===== src/rtl/snake_pkg.sv =====
// Types shared across the snake game blocks.
package snake_pkg;
  typedef enum logic [2:0] {
    NONE  = 3'd0,
    UP    = 3'd1,
    DOWN  = 3'd2,
    LEFT  = 3'd3,
    RIGHT = 3'd4
  } direction;
endpackage


===== src/rtl/link_scheduler_if.sv =====
// Byte-link port bundle between link_scheduler (master) and the uart block (slave).
// Handshake: a byte is pushed on each cycle wr_uart=1 and popped on each cycle
// rd_uart=1; r_data is valid whenever rx_empty=0, and writes are only issued while tx_full=0.
interface link_scheduler_if;
   logic       tx_full;
   logic       wr_uart;
   logic [7:0] w_data;
   logic       rx_empty;
   logic [7:0] r_data;
   logic       rd_uart;

   modport master (input tx_full, rx_empty, r_data, output wr_uart, w_data, rd_uart);
   modport slave  (output tx_full, rx_empty, r_data, input wr_uart, w_data, rd_uart);
endinterface


===== src/rtl/link_scheduler.sv =====
// Shares the UART byte link between the two boards: prioritised TX of local
// messages plus keepalive, RX opcode decode, and a link_up watchdog.
module link_scheduler
   import snake_pkg::*;
#(
   parameter int TIMEOUT_CYCLES   = 6_500_000,
   parameter int KEEPALIVE_CYCLES = 3_250_000
) (
   input  logic                     clk,
   input  logic                     rst,
   input  logic                     req_dir,
   input  direction                 dir_in,
   input  logic                     req_col,
   input  logic [5:0]               col_in,
   input  logic                     req_click,
   input  logic [5:0]               click_in,
   link_scheduler_if.master         uart,
   output direction                 dir_out,
   output logic                     dir_valid,
   output logic [5:0]               col_out,
   output logic                     col_valid,
   output logic [5:0]               click_out,
   output logic                     click_valid,
   output logic [7:0]               err_cnt,
   output logic                     link_up,
   output logic [1:0]               tx_state
);

   localparam int WD_W = $clog2(TIMEOUT_CYCLES + 1);
   localparam int KA_W = $clog2(KEEPALIVE_CYCLES + 1);
   localparam logic [WD_W-1:0] WD_MAX = WD_W'(TIMEOUT_CYCLES);
   localparam logic [KA_W-1:0] KA_MAX = KA_W'(KEEPALIVE_CYCLES);

   typedef enum logic [1:0] {IDLE = 2'd0, WRITE = 2'd1, HOLD = 2'd2} tx_state_e;

   tx_state_e       state;
   logic            pend_dir, pend_col, pend_click, pend_ka;
   direction        dir_pay;
   logic [5:0]      col_pay, click_pay;
   logic [KA_W-1:0] ka_cnt;
   logic [WD_W-1:0] wd_cnt;

   assign tx_state = state;

   always_ff @(posedge clk) begin
      if (rst) begin
         state        <= IDLE;
         uart.wr_uart <= 1'b0;
         uart.w_data  <= 8'h00;
         pend_dir     <= 1'b0;
         pend_col     <= 1'b0;
         pend_click   <= 1'b0;
         pend_ka      <= 1'b0;
         dir_pay      <= NONE;
         col_pay      <= 6'h00;
         click_pay    <= 6'h00;
         ka_cnt       <= '0;
      end else begin
         uart.wr_uart <= 1'b0;
         case (state)
            IDLE: begin
               if ((pend_col || pend_click || pend_dir || pend_ka) && !uart.tx_full) begin
                  state        <= WRITE;
                  uart.wr_uart <= 1'b1;
                  if (pend_col) begin
                     uart.w_data <= {2'b10, col_pay};
                     pend_col    <= 1'b0;
                  end else if (pend_click) begin
                     uart.w_data <= {2'b11, click_pay};
                     pend_click  <= 1'b0;
                  end else if (pend_dir) begin
                     uart.w_data <= {2'b01, 3'b000, dir_pay};
                     pend_dir    <= 1'b0;
                  end else begin
                     uart.w_data <= 8'h3F;
                     pend_ka     <= 1'b0;
                  end
               end
            end
            WRITE:   state <= HOLD;
            HOLD:    state <= IDLE;
            default: state <= IDLE;
         endcase

         // Placed after the issue logic so a fresh request or keepalive tick wins over the clear.
         if (uart.wr_uart) begin
            ka_cnt <= '0;
         end else if (ka_cnt == KA_MAX) begin
            ka_cnt  <= '0;
            pend_ka <= 1'b1;
         end else begin
            ka_cnt <= ka_cnt + 1'b1;
         end
         if (req_col) begin
            pend_col <= 1'b1;
            col_pay  <= col_in;
         end
         if (req_click) begin
            pend_click <= 1'b1;
            click_pay  <= click_in;
         end
         if (req_dir) begin
            pend_dir <= 1'b1;
            dir_pay  <= dir_in;
         end
      end
   end

   always_ff @(posedge clk) begin
      if (rst) begin
         uart.rd_uart <= 1'b0;
         dir_out      <= NONE;
         dir_valid    <= 1'b0;
         col_out      <= 6'h00;
         col_valid    <= 1'b0;
         click_out    <= 6'h00;
         click_valid  <= 1'b0;
         err_cnt      <= 8'h00;
         wd_cnt       <= WD_MAX;
         link_up      <= 1'b0;
      end else begin
         uart.rd_uart <= 1'b0;
         dir_valid    <= 1'b0;
         col_valid    <= 1'b0;
         click_valid  <= 1'b0;
         link_up      <= (wd_cnt < WD_MAX);
         // rd_uart=1 means the head byte is being popped this cycle, so it is not decoded twice.
         if (!uart.rx_empty && !uart.rd_uart) begin
            uart.rd_uart <= 1'b1;
            wd_cnt       <= '0;
            case (uart.r_data[7:6])
               2'b01: begin
                  dir_out   <= direction'(uart.r_data[2:0]);
                  dir_valid <= 1'b1;
               end
               2'b10: begin
                  col_out   <= uart.r_data[5:0];
                  col_valid <= 1'b1;
               end
               2'b11: begin
                  click_out   <= uart.r_data[5:0];
                  click_valid <= 1'b1;
               end
               default: begin
                  if (uart.r_data[5:0] != 6'h3F && err_cnt != 8'hFF)
                     err_cnt <= err_cnt + 8'd1;
               end
            endcase
         end else if (wd_cnt != WD_MAX) begin
            wd_cnt <= wd_cnt + 1'b1;
         end
      end
   end

endmodule


===== src/flat_wrapper.sv =====
// flat-port wrapper written by rule: the top's interface ports become plain ports
module link_scheduler_flat import snake_pkg::*;
#(
   parameter int TIMEOUT_CYCLES   = 6_500_000,
   parameter int KEEPALIVE_CYCLES = 3_250_000
)
  (clk, rst, req_dir, dir_in, req_col, col_in, req_click, click_in, dir_out, dir_valid, col_out, col_valid, click_out, click_valid, err_cnt, link_up, tx_state, uart_tx_full, uart_rx_empty, uart_r_data, uart_wr_uart, uart_w_data, uart_rd_uart);
  link_scheduler_if uart_i ();
  input  logic clk;
  input  logic rst;
  input  logic req_dir;
  input  direction dir_in;
  input  logic req_col;
  input  logic [5:0] col_in;
  input  logic req_click;
  input  logic [5:0] click_in;
  output direction dir_out;
  output logic dir_valid;
  output logic [5:0] col_out;
  output logic col_valid;
  output logic [5:0] click_out;
  output logic click_valid;
  output logic [7:0] err_cnt;
  output logic link_up;
  output logic [1:0] tx_state;
  input wire logic [$bits(uart_i.tx_full)-1:0] uart_tx_full;
  input wire logic [$bits(uart_i.rx_empty)-1:0] uart_rx_empty;
  input wire logic [$bits(uart_i.r_data)-1:0] uart_r_data;
  output wire logic [$bits(uart_i.wr_uart)-1:0] uart_wr_uart;
  output wire logic [$bits(uart_i.w_data)-1:0] uart_w_data;
  output wire logic [$bits(uart_i.rd_uart)-1:0] uart_rd_uart;
  assign uart_i.tx_full = uart_tx_full;
  assign uart_i.rx_empty = uart_rx_empty;
  assign uart_i.r_data = uart_r_data;
  assign uart_wr_uart = uart_i.wr_uart;
  assign uart_w_data = uart_i.w_data;
  assign uart_rd_uart = uart_i.rd_uart;
  link_scheduler #(.TIMEOUT_CYCLES(TIMEOUT_CYCLES), .KEEPALIVE_CYCLES(KEEPALIVE_CYCLES)) u_core (.clk(clk), .rst(rst), .req_dir(req_dir), .dir_in(dir_in), .req_col(req_col), .col_in(col_in), .req_click(req_click), .click_in(click_in), .uart(uart_i), .dir_out(dir_out), .dir_valid(dir_valid), .col_out(col_out), .col_valid(col_valid), .click_out(click_out), .click_valid(click_valid), .err_cnt(err_cnt), .link_up(link_up), .tx_state(tx_state));
endmodule

===== config.mk =====
export PLATFORM = sky130hd
export DESIGN_NAME = link_scheduler_flat
export DESIGN_NICKNAME = d
export VERILOG_FILES = /design/src/rtl/snake_pkg.sv /design/src/rtl/link_scheduler_if.sv /design/src/rtl/link_scheduler.sv /design/src/flat_wrapper.sv
export SDC_FILE = /design/constraint.sdc
export NUM_CORES = 1
export LEC_CHECK = 0
export ABC_AREA = 0
export BUFFER_PORTS_ARGS = -buffer_cell sky130_fd_sc_hd__clkbuf_2
export CAP_MARGIN = 20
export CORE_ASPECT_RATIO = 0.75
export CORE_UTILIZATION = 35
export DETAILED_ROUTE_END_ITERATION = 12
export PLACE_DENSITY = 0.54
export SYNTH_ARGS = -nofsm -noshare
export SYNTH_HDL_FRONTEND = slang
export SYNTH_SLANG_ARGS = --single-unit

===== constraint.sdc =====
create_clock -name clk -period 2.4 [get_ports clk]
set_input_delay 0 -clock clk [delete_from_list [all_inputs] [get_ports clk]]
set_output_delay 0 -clock clk [all_outputs]
set_load 0.01 [all_outputs]

# Yosys cells after proc, flatten, opt, wreduce, memory -nomap -nowiden
# Cells that the tools add are included.
dict set report totals {
  register_bits 103
  latch_bits 0
  ram_bits 0
  romBits 0
  inputBits 30
  output_inout_bits 39
  word_cells 102
  memories 0
}
dict set report op_classes {
  addsub 3
  n_mul 0
  n_div 0
  n_lt_le_gt_ge 1
  eq_ne 12
  shift 0
  muxes 31
  n_bitwise 3
  n_reduce_logical 30
}
# cell count
set ops {}
lappend ops {{$mux W23} 2}
lappend ops {{$mux W1} 24}
lappend ops {{$add A23 B1 Y23 const B} 1}
lappend ops {{$lt A23 B23 Y1 const B} 1}
lappend ops {{$ne A23 B23 Y1 const B} 1}
lappend ops {{$add A22 B1 Y22 const B} 1}
lappend ops {{$eq A22 B22 Y1 const B} 1}
lappend ops {{$mux W8} 2}
lappend ops {{$reduce_bool A2 Y1} 7}
lappend ops {{$reduce_and A2 Y1} 5}
lappend ops {{$add A8 B1 Y8 const B} 1}
lappend ops {{$ne A8 B8 Y1 const B} 1}
lappend ops {{$mux W7} 1}
lappend ops {{$ne A2 B2 Y1 const B} 3}
lappend ops {{$ne A6 B6 Y1 const B} 1}
lappend ops {{$reduce_and A3 Y1} 2}
lappend ops {{$reduce_or A2 Y1} 3}
lappend ops {{$reduce_or A3 Y1} 2}
lappend ops {{$eq A2 B1 Y1 const B} 2}
lappend ops {{$eq A2 B2 Y1 const B} 2}
lappend ops {{$pmux W2 S2} 1}
lappend ops {{$reduce_and A4 Y1} 1}
lappend ops {{$logic_and A1 B1 Y1} 3}
lappend ops {{$logic_not A1 Y1} 3}
lappend ops {{other kinds (5)} 9}

# Depth between registers and ports, before layout
# Gate-level depths: netlist of the first run.
dict set report depth {
  depth_word 8
  mapped_depth 7
  mapped_depth_nobuf 6
}

# Worst setup path after synthesis of the first run
# OpenSTA, ideal clock, no wires.
dict set report synth_timing {
  kind {flip-flop to flip-flop}
  startpoint {reg u_core.ka_cnt[2]}
  endpoint {reg u_core.ka_cnt[21]}
  setup_time_ns 0.066
  arrival_time_ns 1.714
  t_required_ns 2.334
  setup_slack_ns 0.620
  stages_incl_launch_ff 6
  n_path_buf 1
  period_less_slack_ns 1.780
  path_cell_list {dfxtp_1 nand4_2 or3_4 buf_6 or4_4 a21oi_2}
}
dict set report synth_via {
  elab_chain_len 2
  elab_cells_between_ends 3
  classes_between {add/sub (1); eq/ne (1); reduce/logical (1)}
}
# item line_no
set synth_lines {}
lappend synth_lines {{start: declaration} link_scheduler.sv:40} ;# logic [KA_W-1:0] ka_cnt;
lappend synth_lines {{start signal: assignment} link_scheduler.sv:92} ;# ka_cnt <= ka_cnt + 1'b1;
lappend synth_lines {{parallel branches: the longest is 2 deep, another holds $add A22 B1 Y22} --}
# Parallel ways; which one is timed is not known.
# A chain may end at the register's enable or synchronous reset.

# Final worst setup path of the first run
dict set report layout_timing {
  startpoint {reg u_core.ka_cnt[13]}
  endpoint {reg u_core.ka_cnt[3]}
}
dict set report layout_via {
  elab_chain_len 2
}
# item line_no
set layout_lines {}
lappend layout_lines {{$eq A22 B22 Y1} link_scheduler.sv:88} ;# end else if (ka_cnt == KA_MAX) begin
lappend layout_lines {{$reduce_or A3 Y1 (no source line)} --}
# Every way passes these cells.

==> metrics.yaml, run 1 <==
cts:
  cts.sinks: 103
  cts_tree: "done"
  cts_htree_levels: 3
  clock_latency_ns: 0.35
  cts_made_buffers: 9
  clk_path_buf_depth: 2
  clk_pin_slew_ns: 0.07
  cts-root-buf: "clkbuf_16"
  post_cts_buffers: 0
floorplanning:
  die_x_um: 134
  rows: 35
  die_h_um: 101
  dieArea_um2: 13500
  coreArea_um2: 12500
  initial_core_util_pct: 36.6
  io_pins: 69
place:
  io_buffers: 68
  dpl.hpwl_mm: 7.59
  dpl_cell_area_um2: 5050
  gp_congestion: 0.798
cells_and_area:
  area_growth_pct: 22.7
  final_area_um2: 5620
  drive_gt1_share_pct: 16.7
  final_nets: 639
  n_antenna_cell: 0
yosys:
  synth_top_family_by_area: "simple AND/OR/NAND/NOR gates"
  synth_compound_area_share_pct: 12.1
  avgSynthCellArea_um2: 8.75
  synth-simple-area-share_pct: 26.0
  muxShareOfSynthArea_pct: 7.02
  synth_fa_ha_area_share_pct: 1.37
  ys_seq_elements: 103
  ys_warn_count: 0
  async_flop_share_pct: 0
  yosysUniqueCellTypes: 53
  yosysTopAreaCellShare_pct: 45.0
  syn-num-nets: 558
  synth_area_um2: 4580
  postSynthCellCount: 523
  synth_edf_count: 0
  yosys.area.top_type: "dfxtp_1"
  yosysMostFrequentCell: "dfxtp_1"
  synth_seq_area_share_pct: 45.0
  synth_commonest_cells: "dfxtp_1, nor2_1, mux2i_1, a21oi_1, nand3_1"
  synth_ff_type: "dfxtp_1"
  synth.area.top_cells: "dfxtp_1, mux2i_1, nor2_1"
  synth_xor_area_share_pct: 4.40
drt:
  routed_wl_mm: 10.7
  viasPerCell: 5.22
  drt_iter0_drc: 189
  wl_per_cell_um: 13.8
  antenna_left: 0
  drc: 0
  num_vias: 4049
  dr.pass1.iters: 4
critical_path:
  crit_path_max_fanout: 15
  cpPeakStageDelay_ns: 0.51
  crit_slowest_cell: "or4_1"
  critPathLaunchType: "flip-flop"
  crit_path_cell_trace: "or4_1 > nor4_1 > a211o_1 > buf_4 > nor2_1"
  critPathLaunch: "u_core.ka_cnt[13]$_SDFF_PP0_"
  critPathKind: "flip-flop to flip-flop"
  crit_required_ns: 2.64
  critical_path_arrival_ns: 2.23
  reg2reg_to: "u_core.ka_cnt[3]$_SDFF_PP0_"
  crit_path_end_kind: "flip-flop"
  endpoint: "u_core.ka_cnt[3]$_SDFF_PP0_"
  r2r_start: "u_core.ka_cnt[13]$_SDFF_PP0_"
  worstRegToRegCells: 5
  ff2ff_setup_slack_ns: 0.41
sta:
  rsz0062_at_grt: "no"
  fin_crit_ns: 1.99
  fin_crit_sh_pct: 82.8
  skew_ns: 0.00693
  worstMarginPinSlew_ns: 0.786
  hold_violations: 0
  slew_viol_final: 0
  max_clock_freq_mhz: 503
  setup_violations: 0
  max-slew-margin-rel_pct: 47.4
  setup_tns_ns: 0
min_path:
  hold_class: "input port to flip-flop"
job:
  maxCapViolCount: 0
global_route:
  grt_pass1_vias: 3782
  antenna_found_initial: 0
  grt_max_degree: 33
  overflow: 0
  grt_use_total_pct: 16.6
  grt_pass1_wl_mm: 18.1
pwr:
  max-vdd-ir-drop_mv: 0.367
  p_per_area_nw_per_um2: 665
  p_leak_nw: 2.13
  power_mw: 3.73
status:
  status: "complete, no violations"
placed cells by master, fill, tap and decap left out, drive strengths merged, types with 6 or more instances in the layout:
| cell type | instances |
|---|---|
| dlygate4sd3 | 25 |
| o31ai | 10 |
| nand4 | 19 |
| nand3 | 29 |
| buf | 7 |
| nor2 | 77 |
| clkbuf | 78 |
| a21oi | 31 |
| or4 | 15 |
| inv | 17 |
| and3 | 8 |
| and4 | 6 |
| dfxtp | 103 |
| nor4 | 10 |
| o21ai | 15 |
| xnor2 | 9 |
| or3 | 8 |
| nand2 | 21 |
| xor2 | 14 |
| mux2i | 31 |
| a211oi | 7 |
| nor3 | 11 |
flip-flops by register name (all words and copies together) (netlist names), 2 cells and up:
signal              cells
u_core.ka_cnt          22
u_core.err_cnt          8
u_core.dir_pay          3
u_core.tx_state         2
u_core.uart.w_data      8
u_core.col_out          6
u_core.col_pay          6
u_core.click_pay        6
u_core.click_out        6
u_core.dir_out          3
u_core.wd_cnt          23
layout make-up:
type,instances,area (um2)
Fill cell,1244,6910
Multi-Input combinational cell,374,2330
Sequential cell,103,2060
Timing Repair Buffer,100,643
Clock buffer,10,229
Tap cell,166,208
Clock inverter,6,83.8
Inverter,16,60.1
how the worst min path moves through the flow:
stage / start / end / cells past startpoint
finish: req_click / u_core.pend_click$_SDFFE_PP0P_ / 3
global route: req_col / u_core.pend_col$_SDFFE_PP0P_ / 3
CTS: req_click / u_core.pend_click$_SDFFE_PP0P_ / 3
detailed placement: click_in[0] / u_core.click_pay[0]$_SDFFE_PP0P_ / 3
global placement: dir_in[1] / u_core.dir_pay[1]$_SDFFE_PP0P_ / 3
floorplan: req_dir / u_core.pend_dir$_SDFFE_PP0P_ / 2
worst max-delay path, delay by kind of cell, from the launching register on:
kind                   cells  cell delay, ns
AOI/OAI and AO/OA          1            0.36
and+or+nand+nor            3            0.92
DFF                        1            0.34
buffers and inverters      1            0.26
through the flow:
stage | worst slack, ns | util, % | hold WS, ns | cells
after floorplan | 0.620 | - | 0.117 | 523
after CTS | 0.450 | 44.9 | 0.0405 | 775
final | 0.412 | 44.9 | 0.0500 | 775
after global routing | 0.258 | 44.9 | 0.0775 | 775
after detailed placement | 0.467 | 40.4 | 0.243 | 734
after global placement | 0.467 | 40.4 | 0.236 | 734
power by group:
part,switching [mW],internal (mW)
combinational,0.188,0.167
clock,0.625,0.912
sequential,0.0664,1.78
total,0.879,2.86
cells by family after synthesis:
kind of cell / Yosys count
adder cells (fa/ha/maj): 5
XOR/XNOR: 23
multiplexers: 32
AND/OR/NAND/NOR: 227
flip-flops: 103
buffers and inverters: 46
AO/OA/AOI/OAI: 87
per-layer routing:
layer / track usage (%) / share of wire (%) / up-vias
met5: 0 / 0 / -
met4: 4.93 / 0.55 / 0
met3: 3.72 / 3.7 / 6
met2: 26.5 / 45 / 82
met1: 22.2 / 51 / 1906
li1: - / - / 2055
timing repair:
| item | CTS | global route |
|---|---|---|
| gates resized for setup | 0 | 0 |
| endpoints found under the hold margin | 31 | 0 |
| hold buffers | 25 | 0 |
No activity file was read; power rests on OpenSTA's default activity.
==> run 2, diff against run 1 <==
- clock period: 2.4 -> 1.94 ns (I/O delays scaled with it)
==> metrics.yaml, run 2 (same netlist as run 1, synthesis figures left out) <==
job:
  maxCapViolCount: 0  # unchanged
place:
  gp_congestion: 0.833  # +4.4%
  io_buffers: 68  # unchanged
  dpl.hpwl_mm: 7.71  # +1.6%
sta:
  setup_violations: 0  # unchanged
  worstMarginPinSlew_ns: 0.613  # -0.173 ns
  fin_crit_ns: 1.83  # -0.162 ns
  skew_ns: 0.00804  # +0.00111 ns
  fin_crit_sh_pct: 94.1  # +11 points
  max_clock_freq_mhz: 548  # +8.9%
  hold_violations: 0  # unchanged
  rsz0062_at_grt: "no"
  slew_viol_final: 0  # unchanged
  setup_tns_ns: 0  # unchanged
  max-slew-margin-rel_pct: 59.0  # +12 points
cells_and_area:
  largest_reg_flops: 23  # unchanged
  final_cell_mix: "dfxtp_1, nor2_1, clkbuf_2"
  top_register: "u_core.wd_cnt"
  drive_gt1_share_pct: 19.1  # +2.4 points
  largestRegisters: "u_core.wd_cnt (23), u_core.ka_cnt (22)"
  mostFrequentLayoutCell: "dfxtp_1"
  n_antenna_cell: 0  # unchanged
  final_nets: 653  # +2.2%
  area_growth_pct: 26.2
cts:
  cts_htree_levels: 3  # unchanged
  cts.sinks: 103  # unchanged
  cts-root-buf: "clkbuf_16"
  clk_path_buf_depth: 2  # unchanged
  cts_tree: "done"
  clock_latency_ns: 0.35  # about the same
  cts_made_buffers: 9  # unchanged
  clk_pin_slew_ns: 0.07  # about the same
critical_path:
  crit_path_end_kind: "flip-flop"
  critical_path_arrival_ns: 2.10  # -0.13 ns
  critPathKind: "flip-flop to flip-flop"
  crit_path_max_fanout: 7  # -8
  crit_required_ns: 2.21  # -0.43 ns
  critPathLaunchType: "flip-flop"
global_route:
  overflow: 0  # unchanged
  grt_use_total_pct: 16.9  # +0.30 points
  antenna_found_initial: 0  # unchanged
  grt_pass1_wl_mm: 18.3  # +1.6%
  grt_pass1_vias: 3794  # +0.32%
  grt_max_degree: 62  # +88%
floorplanning:
  die_h_um: 101  # unchanged
  rows: 35  # unchanged
  io_pins: 69  # unchanged
  coreArea_um2: 12500  # unchanged
  die_x_um: 134  # unchanged
  dieArea_um2: 13500  # unchanged
  initial_core_util_pct: 36.6  # unchanged
pwr:
  power_mw: 4.78  # +28%
  clockPowerShare_pct: 42.6  # +1.4 points
  internal_power_mw: 3.59  # +26%
  p_sw_mw: 1.19  # +36%
  combPwrFrac_pct: 10.0  # +0.5 points
  seqPwrFrac_pct: 47.4  # -1.9 points
  p_per_area_nw_per_um2: 827  # +24%
  p_sw_share_pct: 25.0  # +1.4 points
  p_leak_nw: 2.22  # +4.3%
  max-vdd-ir-drop_mv: 0.485  # +32%
status:
  status: "complete, no violations"
drt:
  viasPerCell: 5.22  # -0.10%
  drc: 0  # unchanged
  routed_wl_mm: 11.1  # +3.9%
  wl_per_cell_um: 14.1  # +2.0%
  antenna_left: 0  # unchanged
  drt_iter0_drc: 253  # +34%
  dr.pass1.iters: 5  # +1
  num_vias: 4118  # +1.7%
min_path:
  hold_class: "input port to flip-flop"
==> run 2: changes by cell type in the layout (fill, tap and decap cells not counted), sizes merged <==
cell	previous run	this run
clkbuf	78	77
buf	7	21
inv	17	20
clkinv	3	1
==> run 2: worst max-delay path, stage by stage (launching register included) <==
cell and delay (ns):
dfxtp_1 0.46, ha_1 0.22, and3_1 0.23, nand2_1 0.18
or4_1 0.50, a21oi_1 0.15
==> run 2: timing repair <==
item / 4_1_cts / 5_1_grt
gates resized for setup: 0 / 2
buffers inserted: 0 / 0
endpoints found under the setup margin: 0 / 3
endpoints found under the hold margin: 30 / 0
hold buffers: 25 / 0
==> run 2: final cells by class <==
| cell class | count | area [um2] |
|---|---|---|
| Clock inverter | 7 | 111 |
| Fill cell | 1228 | 6750 |
| Sequential cell | 103 | 2060 |
| Tap cell | 166 | 208 |
| Inverter | 16 | 60.1 |
| Timing Repair Buffer | 114 | 773 |
| Clock buffer | 9 | 225 |
| Multi-Input combinational cell | 374 | 2340 |
==> run 2: per-stage QoR <==
stage                     instance area, um2  worst slack (ns)  instances  hold slack [ns]  util [%]
after floorplan                         4580             0.160        523            0.117         -
after CTS                               5770            0.0820        789           0.0325      46.1
after global placement                  5180             0.175        748            0.235      41.4
after global routing                    5780            0.0134        789           0.0761      46.1
final                                   5780             0.114        789           0.0489      46.1
after detailed placement                5180             0.102        748            0.246      41.4
==> run 2: path summary, 6_finish.rpt <==
kind	start	to	slack [ns]	cells after the start
setup / recovery	u_core.wd_cnt[0]$_SDFFE_PP0N_	u_core.wd_cnt[18]$_SDFFE_PP0N_	0.11	5
hold / removal	req_click	u_core.pend_click$_SDFFE_PP0P_	0.05	3
setup reg to reg	u_core.wd_cnt[0]$_SDFFE_PP0N_	u_core.wd_cnt[18]$_SDFFE_PP0N_	0.11	5
hold reg to reg	u_core.tx_state[1]$_SDFFE_PP0P_	u_core.tx_state[1]$_SDFFE_PP0P_	0.45	1
==> run 2: routing by layer <==
metal  global-route usage, %  wire [um]  share of wire [%]
met1                    23.8       5800                 52
met2                    25.7       4820                 43
met3                    3.97        405                3.6
met4                    4.41         89               0.80
met5                       0          0                  0
==> run 2: power groups by stage <==
stage | Clock [mW] | Combinational (mW) | Sequential, mW
3_3_place_gp | 0 | 0.431 | 2.31
5_1_grt | 2.18 | 0.538 | 2.28
6_report | 2.04 | 0.479 | 2.26
3_5_place_dp | 0 | 0.439 | 2.31
4_1_cts | 2.09 | 0.482 | 2.26
2_1_floorplan | 0 | 0.262 | 2.31
==> run 3, diff against run 2 <==
- CORE_ASPECT_RATIO: 0.75 -> 0.6
==> metrics.yaml, run 3 (same netlist as run 1, synthesis figures left out) <==
cells_and_area:
  instances_no_fill: 799  # +1.3%
  multiInputGateArea_um2: 2350  # +0.48%
  largestRegisters: "u_core.wd_cnt (23), u_core.ka_cnt (22)"
  largest_reg_flops: 23  # unchanged
  final_cell_mix: "dfxtp_1, nor2_1, clkbuf_2"
  mostFrequentLayoutCell: "dfxtp_1"
  n_antenna_cell: 0  # unchanged
  area_growth_pct: 26.6
  top_register: "u_core.wd_cnt"
  fillers: 1217  # -0.90%
  final_nets: 664  # +1.7%
  drive_gt1_share_pct: 20.8  # +1.7 points
  final-seq-area_um2: 2060  # unchanged
cts:
  cts.sinks: 103  # unchanged
  cts_made_buffers: 9  # unchanged
  cts_htree_levels: 3  # unchanged
  clock_latency_ns: 0.35  # about the same
  clk_path_buf_depth: 2  # unchanged
  clk_pin_slew_ns: 0.07  # about the same
  cts-root-buf: "clkbuf_16"
  cts_tree: "done"
critical_path:
  critPathLaunchType: "flip-flop"
  crit_path_end_kind: "flip-flop"
  crit_required_ns: 2.22  # about the same
  crit_path_max_fanout: 11  # +4
  critPathKind: "flip-flop to flip-flop"
  critical_path_arrival_ns: 2.15  # +0.05 ns
pwr:
  max-vdd-ir-drop_mv: 0.367  # -24%
  p_per_area_nw_per_um2: 782  # -5.5%
  p_leak_nw: 2.25  # +1.1%
status:
  status: "complete, no violations"
sta:
  setup_tns_ns: 0  # unchanged
  slew_viol_final: 0  # unchanged
  worstMarginPinSlew_ns: 0.561  # -0.0519 ns
  rsz0062_at_grt: "no"
  fin_crit_sh_pct: 96.2  # +2.1 points
  skew_ns: 0.00639  # -0.00165 ns
  setup_violations: 0  # unchanged
  max-slew-margin-rel_pct: 62.5  # +3.5 points
  max_clock_freq_mhz: 536  # -2.2%
  fin_crit_ns: 1.87  # +0.0406 ns
  hold_violations: 0  # unchanged
job:
  maxCapViolCount: 0  # unchanged
global_route:
  antenna_found_initial: 0  # unchanged
  grt_pass1_wl_mm: 19.1  # +4.1%
  grt_use_total_pct: 17.9  # +1.0 points
  overflow: 0  # unchanged
  grt_pass1_vias: 3713  # -2.1%
  grt_max_degree: 34  # -45%
floorplanning:
  initial_core_util_pct: 36.9  # +0.33 points
  io_pins: 69  # unchanged
  die_h_um: 90.6  # -10%
  rows: 31  # -11%
  dieArea_um2: 13600  # about the same
  die_x_um: 150  # +12%
  coreArea_um2: 12400  # -0.90%
drt:
  dr.pass1.iters: 5  # unchanged
  routed_wl_mm: 11.9  # +7.3%
  drc: 0  # unchanged
  antenna_left: 0  # unchanged
  wl_per_cell_um: 14.9  # +5.9%
  drt_iter0_drc: 266  # +5.1%
  viasPerCell: 5.21  # -0.10%
  num_vias: 4166  # +1.2%
min_path:
  hold_class: "input port to flip-flop"
place:
  gp_congestion: 0.805  # -3.4%
  post-place-cells: 755  # +0.94%
  dpl.hpwl_mm: 8.37  # +8.5%
  io_buffers: 68  # unchanged
## run 3: changes by cell type in the layout (fill, tap and decap cells not counted), sizes merged
cell,delta
clkinv,+2
buf,+11
bufinv,-2
## run 3: worst paths after layout
| kind | startpoint | slack, ns | cells past startpoint | endpoint |
|---|---|---|---|---|
| max | u_core.ka_cnt[2]$_SDFF_PP0_ | 0.07 | 4 | u_core.ka_cnt[21]$_SDFF_PP0_ |
| min | req_click | 0.03 | 3 | u_core.pend_click$_SDFFE_PP0P_ |
| max reg2reg | u_core.ka_cnt[2]$_SDFF_PP0_ | 0.07 | 4 | u_core.ka_cnt[21]$_SDFF_PP0_ |
| min reg2reg | u_core.tx_state[1]$_SDFFE_PP0P_ | 0.45 | 1 | u_core.tx_state[1]$_SDFFE_PP0P_ |
## run 3: layout make-up
cell class              instances  area share (%)
flip-flops and latches        103            35.6
inverters                      16            1.04
multi-input cells             374            40.5
clock inverters                 7            1.08
well taps                     165            3.56
repair buffers                125            14.3
clock buffers                   9            3.88
## run 3: what timing repair did
action / in CTS / in global routing
hold buffers: 25 / 0
resized for setup: 0 / 4
buffers inserted: 0 / 3
setup endpoints to repair: 0 / 20
hold endpoints to repair: 31 / 0
## run 3: power breakdown
part	internal [mW]	total, mW	switching (mW)
Combinational	0.228	0.485	0.257
Sequential	2.20	2.27	0.0759
Clock	0.901	1.77	0.873
Total	3.33	4.53	1.21
## run 3: critical path: stages (launching register included)
cell and delay [ns]:
dfxtp_1 0.45, nand4_2 0.19, or3_4 0.49, or4_4 0.53, a21oi_2 0.14
## run 3: per-stage QoR
step / total power, mW / area [um2] / util [%] / setup WS [ns] / hold WS, ns
2_1_floorplan: 2.58 / 4580 / - / 0.160 / 0.117
3_3_place_gp: 2.74 / 5220 / 42.0 / 0.0442 / 0.237
3_5_place_dp: 2.75 / 5220 / 42.0 / 0.0496 / 0.248
4_1_cts: 4.57 / 5760 / 46.4 / 0.0274 / 0.0200
5_1_grt: 4.74 / 5800 / 46.7 / 0.00742 / 0.0495
6_report: 4.53 / 5800 / 46.7 / 0.0737 / 0.0266
## run 3: routing by layer
layer  wire length, um  part of all wire, %  vias to the layer above  global-route usage (%)
met3               732                  6.1                        9                    3.89
met1              6530                   55                     1923                    28.2
li1                  -                    -                     2109                       -
met5                 0                    0                        -                       0
met2              4560                   38                      125                    23.5
met4                95                 0.80                        0                    5.13
